===== config.mk =====
export PLATFORM = sky130hd
export DESIGN_NAME = packetizer_flat
export DESIGN_NICKNAME = d
export VERILOG_FILES = /design/src/rtl/packetizer_if.sv /design/src/rtl/packetizer.sv /design/src/flat_wrapper.sv
export SDC_FILE = /design/constraint.sdc
export NUM_CORES = 1
export LEC_CHECK = 0
export ABC_AREA = 1
export CAP_MARGIN = 20
export CORE_ASPECT_RATIO = 1.1
export CORE_MARGIN = 10
export CORE_UTILIZATION = 57
export DETAILED_ROUTE_END_ITERATION = 7
export PLACE_DENSITY = 0.79
export SYNTH_ARGS = -nofsm -noshare
export SYNTH_HDL_FRONTEND = slang
export SYNTH_SLANG_ARGS = --single-unit
export TNS_END_PERCENT = 10

===== constraint.sdc =====
create_clock -name clk -period 4.35 [get_ports clk]
set_input_delay 0.87 -clock clk [delete_from_list [all_inputs] [get_ports clk]]
set_output_delay 0.87 -clock clk [all_outputs]
set_load 0.01 [all_outputs]

===== src/rtl/packetizer_if.sv =====
// Word-in / flit-out bus of the packetizer.
// The master modport is the environment (word source plus NoC link sink);
// the slave modport is the packetizer itself.
interface packetizer_if;
    logic [15:0] data_in;
    logic        data_valid;
    logic        data_last;
    logic [7:0]  dest_id;
    logic        data_ready;
    logic [47:0] flitout;
    logic        flit_valid;
    logic        flit_ready;
    logic        pkt_sent;
    logic        trunc_flag;

    modport master (
        output data_in, data_valid, data_last, dest_id, flit_ready,
        input  data_ready, flitout, flit_valid, pkt_sent, trunc_flag
    );

    modport slave (
        input  data_in, data_valid, data_last, dest_id, flit_ready,
        output data_ready, flitout, flit_valid, pkt_sent, trunc_flag
    );
endinterface


===== src/rtl/packetizer.sv =====
// Frames a 16-bit word stream into 48-bit flits
//   [47:40] dest, [39:32] seq, [31:16] payload, [15:0] FFFF (tail) or {00, pkt_id}
// and queues them in a small FIFO ahead of a registered valid/ready flit output.
module packetizer #(
    parameter int DEPTH     = 4,    // FIFO entries, power of two, >= 2
    parameter int MAX_FLITS = 256   // longest packet before a forced tail, 2..256
) (
    input logic         clk,
    input logic         reset,
    packetizer_if.slave bus
);

    localparam int               PTR_W     = $clog2(DEPTH);
    localparam int               CNT_W     = $clog2(DEPTH + 1);
    localparam logic [CNT_W-1:0] FULL_CNT  = CNT_W'(DEPTH);
    localparam logic [7:0]       LAST_SEQ  = 8'(MAX_FLITS - 1);
    localparam logic [15:0]      TAIL_MARK = 16'hFFFF;

    typedef enum logic {
        IDLE,   // next accepted word opens a packet
        IN_PKT  // at least one non-tail flit of the packet has been accepted
    } state_e;

    state_e      state_q, state_d;
    logic [7:0]  seq_q, seq_d;
    logic [7:0]  pkt_id_q, pkt_id_d;
    logic [7:0]  dest_q, dest_d;
    logic        trunc_q, trunc_d;

    logic [47:0]      mem_q [DEPTH];
    logic [PTR_W-1:0] wr_ptr_q, rd_ptr_q;
    logic [CNT_W-1:0] count_q;

    logic [47:0] flitout_q;
    logic        flit_valid_q;
    logic        pkt_sent_q;

    logic        fifo_full, fifo_empty;
    logic        push, pop;
    logic        is_tail;
    logic [7:0]  flit_dest;
    logic [47:0] flit_word;

    assign fifo_full  = (count_q == FULL_CNT);
    assign fifo_empty = (count_q == '0);

    // No push-on-full even when the head is leaving this cycle.
    assign bus.data_ready = !fifo_full && !reset;
    assign push           = bus.data_valid && bus.data_ready;
    assign pop            = (!flit_valid_q || bus.flit_ready) && !fifo_empty;

    // A packet ends on data_last or when its sequence space runs out.
    assign is_tail   = bus.data_last || (seq_q == LAST_SEQ);
    assign flit_dest = (state_q == IDLE) ? bus.dest_id : dest_q;
    assign flit_word = {flit_dest, seq_q, bus.data_in,
                        is_tail ? TAIL_MARK : {8'h00, pkt_id_q}};

    // Framing FSM next state: packet boundaries, sequence and packet numbering.
    // NOTE: every variable gets a default before any branch, so none of them can infer a latch.
    always_comb begin
        state_d  = state_q;
        seq_d    = seq_q;
        pkt_id_d = pkt_id_q;
        dest_d   = dest_q;
        trunc_d  = trunc_q;
        if (push) begin
            if (is_tail) begin
                state_d  = IDLE;
                seq_d    = '0;
                pkt_id_d = pkt_id_q + 8'd1;
                if (!bus.data_last) begin
                    trunc_d = 1'b1;
                end
            end else begin
                state_d = IN_PKT;
                seq_d   = seq_q + 8'd1;
                if (state_q == IDLE) begin
                    dest_d = bus.dest_id;
                end
            end
        end
    end

    // Framing FSM state register.
    // NOTE: clocked state uses non-blocking assignments so every flop samples pre-edge values.
    always_ff @(posedge clk) begin
        if (reset) begin
            state_q  <= IDLE;
            seq_q    <= '0;
            pkt_id_q <= '0;
            dest_q   <= '0;
            trunc_q  <= 1'b0;
        end else begin
            state_q  <= state_d;
            seq_q    <= seq_d;
            pkt_id_q <= pkt_id_d;
            dest_q   <= dest_d;
            trunc_q  <= trunc_d;
        end
    end

    // FIFO pointers and occupancy; pointers wrap naturally at DEPTH.
    always_ff @(posedge clk) begin
        if (reset) begin
            wr_ptr_q <= '0;
            rd_ptr_q <= '0;
            count_q  <= '0;
        end else begin
            if (push) wr_ptr_q <= wr_ptr_q + PTR_W'(1);
            if (pop)  rd_ptr_q <= rd_ptr_q + PTR_W'(1);
            case ({push, pop})
                2'b10:   count_q <= count_q + CNT_W'(1);
                2'b01:   count_q <= count_q - CNT_W'(1);
                default: count_q <= count_q;
            endcase
        end
    end

    // FIFO storage, written on the accept cycle.
    // NOTE: the array is not reset; emptying the pointers makes stale entries unreachable.
    always_ff @(posedge clk) begin
        if (push) begin
            mem_q[wr_ptr_q] <= flit_word;
        end
    end

    // Output register: refills whenever it is empty or being consumed, otherwise holds.
    always_ff @(posedge clk) begin
        if (reset) begin
            flitout_q    <= '0;
            flit_valid_q <= 1'b0;
            pkt_sent_q   <= 1'b0;
        end else begin
            if (pop) begin
                flitout_q    <= mem_q[rd_ptr_q];
                flit_valid_q <= 1'b1;
            end else if (bus.flit_ready) begin
                flit_valid_q <= 1'b0;
            end
            pkt_sent_q <= flit_valid_q && bus.flit_ready && (flitout_q[15:0] == TAIL_MARK);
        end
    end

    assign bus.flitout    = flitout_q;
    assign bus.flit_valid = flit_valid_q;
    assign bus.pkt_sent   = pkt_sent_q;
    assign bus.trunc_flag = trunc_q;

endmodule


===== src/flat_wrapper.sv =====
// flat-port wrapper written by rule: the top's interface ports become plain ports
module packetizer_flat 
#(
    parameter int DEPTH     = 4,                                       
    parameter int MAX_FLITS = 256                                                 
)
  (clk, reset, bus_data_in, bus_data_valid, bus_data_last, bus_dest_id, bus_flit_ready, bus_data_ready, bus_flitout, bus_flit_valid, bus_pkt_sent, bus_trunc_flag);
  packetizer_if bus_i ();
  input logic clk;
  input logic reset;
  input wire logic [$bits(bus_i.data_in)-1:0] bus_data_in;
  input wire logic [$bits(bus_i.data_valid)-1:0] bus_data_valid;
  input wire logic [$bits(bus_i.data_last)-1:0] bus_data_last;
  input wire logic [$bits(bus_i.dest_id)-1:0] bus_dest_id;
  input wire logic [$bits(bus_i.flit_ready)-1:0] bus_flit_ready;
  output wire logic [$bits(bus_i.data_ready)-1:0] bus_data_ready;
  output wire logic [$bits(bus_i.flitout)-1:0] bus_flitout;
  output wire logic [$bits(bus_i.flit_valid)-1:0] bus_flit_valid;
  output wire logic [$bits(bus_i.pkt_sent)-1:0] bus_pkt_sent;
  output wire logic [$bits(bus_i.trunc_flag)-1:0] bus_trunc_flag;
  assign bus_i.data_in = bus_data_in;
  assign bus_i.data_valid = bus_data_valid;
  assign bus_i.data_last = bus_data_last;
  assign bus_i.dest_id = bus_dest_id;
  assign bus_i.flit_ready = bus_flit_ready;
  assign bus_data_ready = bus_i.data_ready;
  assign bus_flitout = bus_i.flitout;
  assign bus_flit_valid = bus_i.flit_valid;
  assign bus_pkt_sent = bus_i.pkt_sent;
  assign bus_trunc_flag = bus_i.trunc_flag;
  packetizer #(.DEPTH(DEPTH), .MAX_FLITS(MAX_FLITS)) u_core (.clk(clk), .reset(reset), .bus(bus_i));
endmodule

-- Word-level counts from Yosys, hierarchy flattened
Memories as Yosys holds them, arrays and structs flattened. A register that Yosys moved wholly into a read port is not among the register bits.
Cells that the tools add are included.
- register bits after elaboration: 35
- memory bits (writable): 192
- output and inout port bits: 52
- memories kept: 1
- memory list (name ; words ; width ; read ports ; clocked after Yosys merged registers in ; wr ports ; line ; text):
    u_core.mem_q ; 4 ; 48 ; 1 ; 1 ; 1 ; packetizer.sv:30 ; logic [47:0] mem_q [DEPTH];
- $add $sub $neg: 6
- eq/ne operators: 5
- mux-type cells: 9
- bitwise gates (word level): 2
- reduce and logical (&&, ||, !) cells: 17
- operator list (cell ; number):
    $add 8x1->8 const B ; 2
    $eq 16x16->1 const B ; 1
    $mux 16 ; 1
    $mux 8 ; 2
    $eq 8x8->1 const B ; 1
    $pmux 3 s2 ; 1
    $logic_and 1x1->1 ; 5
    $mux 1 ; 5
    $add 2x1->2 const B ; 2
    $logic_not 1->1 ; 4
    $reduce_and 2->1 ; 2
    $reduce_bool 2->1 ; 2
    $add 3x1->3 const B ; 1
    $eq 3x3->1 const B ; 1
    $logic_not 3->1 ; 1
    $reduce_and 3->1 ; 1
    $sub 3x1->3 const B ; 1
    $eq 2x1->1 const B ; 1
    $eq 2x2->1 const B ; 1
    $logic_or 1x1->1 ; 2
    $not 1->1 ; 2

-- Logic depth before layout (Yosys ltp)
- depth after elaboration: 6
- gate-level depth with buffers: 12
- gate-level depth less buffers: 10

-- Worst setup path before layout
No wires, ideal clock.
- path kind: input to register
- start point: input port reset
- end point: memory u_core.mem_q[0][0] (enable)
- library setup time: 440 ps
- data arrival time: 3055 ps
- data required time: 3910 ps
- slack: 856 ps
- stages: 5
- path buffers: 2
- path through: inv_2 > nand3_4 > buf_8 > buf_8 > nor2_1
- word-level cells in the longest chain between the ends: 5
- RTL lines (item ; line ; text):
    start, declared ; flat_wrapper.sv:10 ; input logic reset;
    $logic_not 1->1 ; packetizer.sv:48 ; assign bus.data_ready = !fifo_full && !reset;
    $logic_and 1x1->1 ; packetizer.sv:48 ;
    $logic_and 1x1->1 ; packetizer.sv:49 ; assign push = bus.data_valid && bus.data_ready;
    $mux 1 ; packetizer.sv:122 ; if (push) begin
    $mux 1 (not written as such) ; packetizer.sv:123 ; mem_q[wr_ptr_q] <= flit_word;
    end, declared ; packetizer.sv:30 ;
No other way between the ends.

-- Final worst setup path
- start point: input port reset
- end point: output port bus_data_ready
- word-level cells in the longest chain between the ends: 2
- RTL lines (item ; line ; text):
    $logic_not 1->1 ; packetizer.sv:48 ;
    $logic_and 1x1->1 ; packetizer.sv:48 ;
    end, declared ; flat_wrapper.sv:16 ; output wire logic [$bits(bus_i.data_ready)-1:0] bus_data_ready;
No other way between the ends.

==> flow_metrics.tcl <==
set metrics [dict create \
    total_power_mw 6.72 \
    fp.dieH_um 156 \
    path_common_cell "clkdlybuf4s50_1" \
    regToRegSetupSlack_ps 2000 \
    arrival_ps 2510 \
    hold_buffers 0 \
    clock_latency_ps 500 \
    drt-total-wl_um 19900 \
    period_minus_slack_ps 3380 \
    gp_congestion 0.812 \
    io_buffers 80 \
    period_share_pct 77.6 \
    drc 0 \
    synth_nets 892 \
    synth_area_per_cell_um2 11.1 \
    wl_per_cell_um 17.6 \
    final_common_cell "nor2_1" \
    r2r-start "u_core.count_q[0]" \
    cts_buffer_depth 3 \
    tns_ps 0 \
    hold_path.class "flop to flop" \
    nets 949 \
    required_ps 3480 \
    grt_pass1_vias 6246 \
    relSlewSlack_pct 38.1 \
    ys_seq_area_share_pct 67.7 \
    dr.pass1.iters 5 \
    path_cells "clkdlybuf4s50_1 -> inv_2 -> nand2_1 -> inv_1 -> clkdlybuf4s50_1" \
    drv_cap 0 \
    cts_tree "yes" \
    numCtsBuffers 23 \
    worst_slew_pin_slew_ps 927 \
    die_area_mm2 0.0223 \
    p_leak_nw 3.91 \
    cp-end-kind "output pin" \
    htreeDepth 1 \
    hold_start "u_core.bus.trunc_flag" \
    crit_type "input pin to output pin" \
    reg2reg_to "u_core.count_q[2]" \
    io_pins 81 \
    drt.antenna.violating_nets 0 \
    start_util_pct 58.2 \
    min_to "u_core.bus.trunc_flag" \
    synth_cell_types 34 \
    drtIter0Drc 717 \
    diodes 0 \
    drive_gt1_share_pct 8.94 \
    setup_violations 0 \
    wl_met1_um 8460 \
    syn2layout_area_growth_pct 16.3 \
    slowest_stage "clkdlybuf4s50_1" \
    report.final.slew_viol_count 0 \
    num_rows 49 \
    dp_slack_ps 739 \
    max_freq_ghz 0.296 \
    whs_ps 499 \
    fin_ws_ps 972 \
    met2WireLength_um 10000 \
    yosys_warnings 0 \
    dp_hpwl_um 11300 \
    fin_skew_ps 8.75 \
    post_cts_buffers 0 \
    vias_per_cell 5.60 \
    placedCellCount 1091 \
    peakVddDrop_v 0.000479 \
    wl_met3_um 1040 \
    final_cells 1132 \
    antenna_found_initial 0 \
    cts.repair.resized 0 \
    finalHoldViolations 0 \
    num_vias 6340 \
    grt_pass1_wl_um 31900 \
    grt_max_degree 84 \
    synth_cells 855 \
    min_delay_path_depth 2 \
    grt.overflow.total 0 \
    clock_sinks 240 \
    final_cell_mix "nor2_1 (202), edfxtp_1 (164), o21ai_0 (119)" \
    grtUsageTotal_pct 17.7 \
    status "complete, no violations" \
    topRoutingLayerUsed "met4" \
    slowest_delay_ps 530 \
    dieWidth_um 143 \
    worstSetupStartpointType "input pin" \
    cp_max_fo 24 \
    syn-cell-area_mm2 0.00952 \
    path_clk_slew_ps 70 \
    root_buffer "clkbuf_16" \
    powerDensity_mw_per_mm2 607 \
    rsz0062_at_grt "no" \
    core_mm2 0.0164 \
    r2r_cells 10 \
    ys_ff_latch 240 \
]
routing by layer:
| layer | track usage (%) | vias to the layer above |
|---|---|---|
| li1 | - | 3075 |
| met1 | 22.4 | 3027 |
| met2 | 30.7 | 201 |
| met3 | 2.53 | 37 |
| met4 | 5.84 | 0 |
| met5 | 0 | - |
Yosys cell counts:
master	number	area share, %
or2_2	4	0.26
ha_1	7	0.92
edfxtp_1	164	52
nand3_1	10	0.53
buf_12	1	0.21
inv_2	5	0.20
nand2_8	1	0.21
o21ai_0	119	6.3
nor3_1	1	0.053
buf_6	4	0.47
buf_2	15	0.79
buf_1	1	0.039
nor2_2	3	0.20
mux2i_1	8	0.84
o21bai_1	2	0.16
clkbuf_1	18	0.71
nand2_1	44	1.7
nor3_2	8	0.84
nand2_4	1	0.12
buf_8	3	0.47
nand3_4	1	0.18
o21ai_1	27	1.4
a21oi_2	3	0.28
nand2_2	4	0.26
nand3_2	2	0.21
dfxtp_1	76	16
buf_4	15	1.2
inv_1	40	1.6
fa_1	1	0.21
a31oi_1	41	2.7
nor2_1	206	8.1
nand4_1	4	0.26
nor2_4	1	0.12
a21oi_1	15	0.79
state kept, by name (all words and copies together) (netlist names), 2 cells and up:
register	count
u_core.dest_q	8
u_core.seq_q	8
u_core.rd_ptr_q	2
u_core.wr_ptr_q	2
u_core.mem_q	164
u_core.count_q	3
u_core.bus.flitout	41
u_core.pkt_id_q	8
metrics by stage:
stage | utilization (%) | instance area, µm²
global route | 67.7 | 11100
CTS | 67.7 | 11100
detailed placement | 63.3 | 10400
global placement | 63.3 | 10400
finish | 67.7 | 11100
floorplan | - | 9520
worst max-delay path by stage:
| stage | startpoint | to | slack, ps |
|---|---|---|---|
| after floorplan | reset | u_core.mem_q[0][0] | 860 |
| after global placement | reset | u_core.mem_q[0][29] | 770 |
| after detailed placement | reset | u_core.mem_q[0][29] | 740 |
| after CTS | reset | bus_data_ready | 960 |
| after global routing | reset | bus_data_ready | 860 |
| final | reset | bus_data_ready | 970 |
logic make-up (layout without fill, tap and decap cells):
group / after synthesis / after routing / synth area share (%)
simple gates: 290 / 290 / 13.1
flops: 240 / 240 / 67.7
compound gates: 207 / 207 / 11.6
buf+inv: 102 / 175 / 5.65
fa+ha+maj: 8 / 8 / 1.13
mux: 8 / 8 / 0.841
report_power, final:
part,leakage [nW],internal (mW),switching [mW]
Clock,0.358,1.08,0.789
Sequential,2.12,2.74,0.171
Combinational,1.43,0.767,1.18
Total,3.91,4.59,2.14
cell type report:
cell class / count / area, µm²
clock inverters: 11 / 77.6
inverters: 45 / 169
flip-flops and latches: 240 / 6450
clock buffers: 30 / 632
multi-input cells: 513 / 2580
repair buffers: 89 / 918
fillers: 1167 / 5290
well taps: 204 / 255
critical path, delay by kind of cell:
kind / cells / cell delay [ps]
buf+inv: 4 / 1520
simple gates: 1 / 100
No activity file was read; power rests on OpenSTA's default activity.
